<file path="src/rtl/iir_out_buffer.sv">
// -----------------------------------------------------------------------------
// iir_out_buffer
//   Output stage for the 4-section IIR filter. It takes the filter's
//   non-stallable 24-bit sample stream and rounds each sample down to OUT_W
//   bits (round-half-up, with saturation). The results go into a
//   first-word-fall-through FIFO, which a consumer drains with valid/ready.
//   Overflow and saturation statistics are exposed for the trace bench.
//
// Ports
//   clk            : single clock, rising edge
//   rst            : synchronous reset, active-high
//   data_in        : signed DATA_W-bit sample from the filter
//   data_valid_in  : sample strobe, one sample per high cycle, no backpressure
//   data_out       : signed OUT_W-bit FIFO head sample (0 while empty)
//   data_valid_out : FIFO non-empty
//   data_ready_in  : consumer accepts the head sample this cycle
//   level          : FIFO occupancy, 0..DEPTH
//   overflow       : sticky, a sample was dropped because the FIFO was full
//   sat_cnt        : number of saturated samples, holds at 16'hFFFF
//   clr_flags      : clears overflow and sat_cnt (a same-cycle event wins)
// -----------------------------------------------------------------------------
module iir_out_buffer #(
   parameter  int DATA_W = 24,
   parameter  int OUT_W  = 16,
   parameter  int DEPTH  = 16,
   localparam int AW     = $clog2(DEPTH)
) (
   input  logic              clk,
   input  logic              rst,
   input  logic [DATA_W-1:0] data_in,
   input  logic              data_valid_in,
   output logic [OUT_W-1:0]  data_out,
   output logic              data_valid_out,
   input  logic              data_ready_in,
   output logic [AW:0]       level,
   output logic              overflow,
   output logic [15:0]       sat_cnt,
   input  logic              clr_flags
);

   localparam int S = DATA_W - OUT_W;

   // The rounding and the range checks use one extra sign bit, so that
   // the most positive input rounds up past the limit and saturates
   // instead of wrapping.
   localparam logic signed [DATA_W:0] RND   = (DATA_W+1)'(1) << (S - 1);
   localparam logic signed [DATA_W:0] Q_MAX = (DATA_W+1)'((2 ** (OUT_W - 1)) - 1);
   localparam logic signed [DATA_W:0] Q_MIN = ~Q_MAX;
   localparam logic [OUT_W-1:0]       O_MAX = {1'b0, {(OUT_W-1){1'b1}}};
   localparam logic [OUT_W-1:0]       O_MIN = {1'b1, {(OUT_W-1){1'b0}}};
   localparam logic [AW:0]            DEPTH_L = (AW+1)'(DEPTH);

   // ---------------------------------------------------------------------------
   // Conversion stage
   // ---------------------------------------------------------------------------
   logic signed [DATA_W:0] t_ext;
   logic signed [DATA_W:0] q_full;

   logic [OUT_W-1:0] conv_data_d,  conv_data_q;
   logic             conv_sat_d,   conv_sat_q;
   logic             conv_valid_d, conv_valid_q;

   always_comb begin
      t_ext        = $signed({data_in[DATA_W-1], data_in}) + RND;
      q_full       = t_ext >>> S;
      conv_sat_d   = 1'b0;
      conv_data_d  = q_full[OUT_W-1:0];
      if (q_full > Q_MAX) begin
         conv_data_d = O_MAX;
         conv_sat_d  = 1'b1;
      end else if (q_full < Q_MIN) begin
         conv_data_d = O_MIN;
         conv_sat_d  = 1'b1;
      end
      conv_valid_d = data_valid_in;
   end

   always_ff @(posedge clk) begin
      if (rst) begin
         conv_valid_q <= 1'b0;
         conv_sat_q   <= 1'b0;
         conv_data_q  <= '0;
      end else begin
         conv_valid_q <= conv_valid_d;
         conv_sat_q   <= conv_sat_d;
         conv_data_q  <= conv_data_d;
      end
   end

   // ---------------------------------------------------------------------------
   // FIFO (first-word-fall-through)
   // ---------------------------------------------------------------------------
   logic [OUT_W-1:0] mem_q [DEPTH];
   logic [AW:0]      wr_ptr_d, wr_ptr_q;
   logic [AW:0]      rd_ptr_d, rd_ptr_q;
   logic [AW:0]      level_w;
   logic             empty, full;
   logic             push, pop, drop;

   always_comb begin
      level_w  = wr_ptr_q - rd_ptr_q;
      empty    = (level_w == '0);
      full     = (level_w == DEPTH_L);
      pop      = !empty && data_ready_in;
      // When the FIFO is full, a pop in the same cycle frees the slot the
      // write lands in. The write slot equals the read slot at that point,
      // and the old head has already been consumed through data_out.
      push     = conv_valid_q && (!full || pop);
      drop     = conv_valid_q && full && !pop;
      wr_ptr_d = push ? wr_ptr_q + 1'b1 : wr_ptr_q;
      rd_ptr_d = pop  ? rd_ptr_q + 1'b1 : rd_ptr_q;
   end

   always_ff @(posedge clk) begin
      if (rst) begin
         wr_ptr_q <= '0;
         rd_ptr_q <= '0;
      end else begin
         wr_ptr_q <= wr_ptr_d;
         rd_ptr_q <= rd_ptr_d;
      end
   end

   // Storage needs no reset: data_out is forced to zero while the FIFO is
   // empty.
   always_ff @(posedge clk) begin
      if (!rst && push) begin
         mem_q[wr_ptr_q[AW-1:0]] <= conv_data_q;
      end
   end

   // ---------------------------------------------------------------------------
   // Statistics
   // ---------------------------------------------------------------------------
   logic        overflow_d, overflow_q;
   logic [15:0] sat_cnt_d,  sat_cnt_q;

   always_comb begin
      overflow_d = overflow_q;
      if (drop) begin
         overflow_d = 1'b1;
      end else if (clr_flags) begin
         overflow_d = 1'b0;
      end

      // Dropped samples are counted too. A clear in the same cycle as a
      // saturation event restarts the count at one.
      sat_cnt_d = sat_cnt_q;
      if (conv_valid_q && conv_sat_q) begin
         if (clr_flags) begin
            sat_cnt_d = 16'd1;
         end else if (sat_cnt_q != '1) begin
            sat_cnt_d = sat_cnt_q + 16'd1;
         end
      end else if (clr_flags) begin
         sat_cnt_d = '0;
      end
   end

   always_ff @(posedge clk) begin
      if (rst) begin
         overflow_q <= 1'b0;
         sat_cnt_q  <= '0;
      end else begin
         overflow_q <= overflow_d;
         sat_cnt_q  <= sat_cnt_d;
      end
   end

   // ---------------------------------------------------------------------------
   // Outputs
   // ---------------------------------------------------------------------------
   always_comb begin
      data_valid_out = !empty;
      data_out       = empty ? '0 : mem_q[rd_ptr_q[AW-1:0]];
      level          = level_w;
      overflow       = overflow_q;
      sat_cnt        = sat_cnt_q;
   end

endmodule

</file>
<file path="config.mk">
export PLATFORM = sky130hd
export DESIGN_NAME = iir_out_buffer
export DESIGN_NICKNAME = d
export VERILOG_FILES = /design/src/rtl/iir_out_buffer.sv
export SDC_FILE = /design/constraint.sdc
export NUM_CORES = 1
export LEC_CHECK = 0
export ABC_AREA = 1
export CORE_ASPECT_RATIO = 0.7
export CORE_MARGIN = 4
export CORE_UTILIZATION = 30
export DETAILED_ROUTE_END_ITERATION = 10
export SLEW_MARGIN = 5
export SYNTH_ARGS = -nofsm -noshare
export SYNTH_HDL_FRONTEND = slang
export SYNTH_SLANG_ARGS = --single-unit
</file>
<file path="constraint.sdc">
create_clock -name clk -period 9.05 [get_ports clk]
set_input_delay 1.81 -clock clk [delete_from_list [all_inputs] [get_ports clk]]
set_output_delay 1.81 -clock clk [all_outputs]
set_load 0.05 [all_outputs]
</file>
==> After elaboration in Yosys (flattened, before gate mapping) <==
Memories as Yosys holds them, arrays and structs flattened. A register that Yosys moved wholly into a read port is not among the register bits.
Index checks and enable logic that the tools add are counted.
{ "totals": {"regBits": 45, "mem_bits_rw": 256, "inputBits": 29, "memories": 1} }
{ "classes": {"addsub": 5, "magnitude_cmp": 2, "eq_ne": 2, "mux": 15, "n_reduce_logical": 17} }
{ "mem_list": {"columns": ["name", "words", "word_bits", "rd", "rd_ports_with_merged_regs", "wr", "line_no", "rtl"], "rows": [
  ["mem_q", 16, 16, 1, 1, 1, "93", "logic [OUT_W-1:0] mem_q [DEPTH];"]
]} }
{ "ops": {"columns": ["operator", "count"], "rows": [
  ["$mux W16", 6],
  ["$add A24 B9 Y25 const B", 1],
  ["$gt A17 B16 Y1 const B", 1],
  ["$lt A17 B16 Y1 const B", 1],
  ["$add A16 B1 Y16 const B", 1],
  ["$ne A16 B16 Y1 const B", 1],
  ["$mux W15", 1],
  ["$add A5 B1 Y5 const B", 2],
  ["$mux W4", 2],
  ["$logic_and A1 B1 Y1", 6],
  ["$mux W1", 6],
  ["$reduce_bool A2 Y1", 3],
  ["$eq A5 B5 Y1 const B", 1],
  ["$logic_not A5 Y1", 1],
  ["$sub A5 B5 Y5", 1],
  ["$logic_not A1 Y1", 4],
  ["$reduce_and A2 Y1", 1],
  ["$reduce_or A2 Y1", 1],
  ["$logic_or A1 B1 Y1", 1]
]} }

==> Depth between registers and ports, before layout <==
{ "logic_depth": {"depth_word": 9, "ltp_mapped": 14, "depth_no_buf": 13} }

==> Worst setup path after synthesis <==
Ideal clock, no wire load.
{ "synth_timing": {"path_kind": "flip-flop to output port", "start": "register wr_ptr_q[0]", "end": "output data_out[12]", "arrival_time_ns": 3.412, "setup_slack_ns": 3.828, "path_stages_with_launch": 12, "path_buffers": 1, "path_cell_list": "dfxtp_1 inv_1 ha_1 fa_1 xnor2_1 nor2_1 inv_1 nor2_2 nand2_1 buf_2 nand2_1 nor2_1"} }
{ "synth_between": {"elab_chain_len": 3} }
{ "synth_lines": {"columns": ["item", "line_no", "rtl"], "rows": [
  ["start, declared", "94", "logic [AW:0] wr_ptr_d, wr_ptr_q;"],
  ["start signal, assigned", "119", "wr_ptr_q <= wr_ptr_d;"],
  ["$sub A5 B5 Y5", "101", "level_w = wr_ptr_q - rd_ptr_q;"],
  ["net level[2]", "35", "output logic [AW:0] level,"],
  ["$logic_not A5 Y1", "102", "empty = (level_w == '0);"],
  ["$mux W16", "175", "data_out = empty ? '0 : mem_q[rd_ptr_q[AW-1:0]];"],
  ["end, declared", "32", "output logic [OUT_W-1:0] data_out,"]
]} }
The timed path passes the listed nets, and every way through them passes these cells.

==> results.cfg <==
[power_and_ir_drop]
leakagePower_nw = 5.72
total_power_w = 0.00341
power_density_nw_per_um2 = 218
power_switching_w = 0.000959
combPwrFrac = 0.162
switching_share = 0.281
internal_power_w = 0.00245
p_clk_frac = 0.371
vdd_drop_max_uv = 151
p_seq_frac = 0.467

[finish]
layoutNonFillerInstCount = 1908
n_antenna_cell = 0
drive_above_1_share = 0.0830
area_delta_synth_final_pct = 17.4
fin_area_um2 = 15700
nNetsFinal = 1331
final_util = 0.358

[cts]
clkLatencyLatePin_ps = 580
cts_tree = yes
cts-resized-gates = 0
clkTransAtPathRegs_ps = 60
cts_buffers = 30
clockRootBuffer = clkbuf_16
cts_sinks = 305
cts_setup_buffers = 0
clk_path_buf_depth = 3
htreeDepth = 1
ctsHoldBuffers = 0

[floorplan]
die_y_um = 185
die_width_um = 260
num_rows = 64
start_util = 0.305
core_area_um2 = 43800
die_area_um2 = 48000
ioPinCount = 68

[logic_synthesis]
ys_warn_count = 0
synth_top_area_cell = edfxtp_1
synth.top_cell.area_share = 0.576
syn_area_per_cell_um2 = 10.9
synthArstFlopShare = 0
syn-instance-count = 1230
synth_edf_count = 256
postSynthNetCount = 1271
netlist_area_um2 = 13400
synth_area_leaders = edfxtp_1, dfxtp_1, nand2_1, mux2i_1, inv_1
yosysMostFrequentCell = edfxtp_1
synth_seq_cells = 305
ys_seq_area_frac = 0.649
synth-main-ff-cell = edfxtp_1
yosysUniqueCellTypes = 33
yosys-top-cells-count = edfxtp_1, nand2_1, inv_1

[setup_path]
cp.required_ps = 7240
cp.arrival_ps = 4280
cp_max_fo = 47
crit_type = reg2out
startpoint_type = register
ff2ff_setup_slack_ps = 5460
end_kind = output pin

[sta]
post-route-period-util = 0.673
tightest_slew_ps = 1170
timing.final.hold_violations = 0
max_freq_ghz = 0.164
rsz0062_at_grt = no
slew_headroom = 0.216
min_period_ps = 6090
finClkSkew_ps = 23.7
slew_violations = 0
finalSetupViolCount = 0
final.setup.tns_ps = 0

[routing]
initialDrtViolationCount = 777
wire_per_inst_um = 17.2
vias_per_cell = 4.64
vias = 8855
ant_nets = 0
drc = 0
wl_um = 32800
drtPass1Iterations = 5

[grt]
overflow = 0
grt_util_all_layers = 0.136
grt_max_degree = 92
first_global_vias = 8400
grt_pass1_wl_um = 50400
antenna_found_initial = 0

[placed_design]
portBuffers = 60
dp_hpwl_um = 19500
gp_congestion = 0.878
dp.cells = 1852
place_area_um2 = 14700

[hold_path]
hold_class = reg2reg

[outcome]
status = finished clean

[run]
drv_cap = 0
-- sequential cells by signal, indices dropped and copies added, names as in the netlist, named ones only --
name and flops:
conv_sat_q 1, mem_q 256, sat_cnt 16, overflow 1, rd_ptr_q 5, conv_data_q 16
wr_ptr_q 5, conv_valid_q 1
-- cell usage in the layout, fill, tap and decap left out, types with 2 or more instances in the layout --
cell type	n
edfxtp_1	256
nand2_1	247
inv_1	137
a21oi_1	92
nand3_1	84
nor2_1	67
clkdlybuf4s50_1	60
mux2i_1	58
dfxtp_1	47
o211ai_1	41
o21ai_0	37
clkbuf_16	30
nor3_1	24
buf_4	24
nor2_2	18
xor2_1	16
nand4_1	11
ha_1	11
clkinv_2	8
clkbuf_1	7
nand2_2	5
nand3b_1	4
inv_2	3
xnor2_1	3
clkbuf_8	3
bufinv_16	3
nand2_4	2
nor3_4	2
clkinvlp_4	2
-- power groups by stage --
stage          combinational, W  clock [W]  sequential, W
3_3_place_gp           0.000553          0        0.00162
5_1_grt                0.000601    0.00136        0.00160
2_1_floorplan          0.000402          0        0.00159
3_5_place_dp           0.000557          0        0.00162
4_1_cts                0.000559    0.00129        0.00159
6_report               0.000553    0.00126        0.00159
-- cells by family after synthesis --
group                    Yosys count  synth area share
XOR/XNOR                          19            0.0125
multiplexers                      58            0.0435
AND/OR/NAND/NOR                  468             0.152
adder cells (fa/ha/maj)           12            0.0118
buffers and inverters            196            0.0588
flip-flops                       305             0.649
AO/OA/AOI/OAI                    172            0.0726
-- final cells by class --
type	instances	area (µm²)
clock buffer	40	818
clock inverter	16	195
sequential	305	8670
fill	4307	28100
inverter	140	526
multi-input combinational	729	3940
tap	594	743
timing repair buffer	84	781
-- through the flow --
stage | hold WS, ps | worst slack (ps)
floorplan | 453 | 3830
global placement | 456 | 3580
detailed placement | 471 | 3580
CTS | 490 | 2950
global route | 517 | 2670
finish | 479 | 2960
-- metal layers --
metal  up-vias  global-route usage  wire [µm]
met4         0              0.0202        393
met2       257               0.210      14400
met3        34              0.0330       2280
met1      4220               0.199      15700
li1       4344                   -          -
met5         -                   0          0
-- critical path, stage by stage (launching register included) --
cell and delay (ps):
dfxtp_2 320, buf_4 310, inv_2 720, buf_4 570, a21oi_1 70, o21ai_0 120, o21ai_0 110, nand2_1 90
nand2_1 70, nand2_1 60, nand2_1 50, nor2_1 300, clkdlybuf4s50_1 880
-- path summary, 6_finish.rpt --
kind             endpoint  depth (start not counted)         from
max           data_out[7]                         12     register
min              overflow                          2     overflow
max reg2reg  mem_q[14][8]                         13  wr_ptr_q[0]
min reg2reg      overflow                          2     overflow
Note: power is estimated with default switching activity, not from simulation.
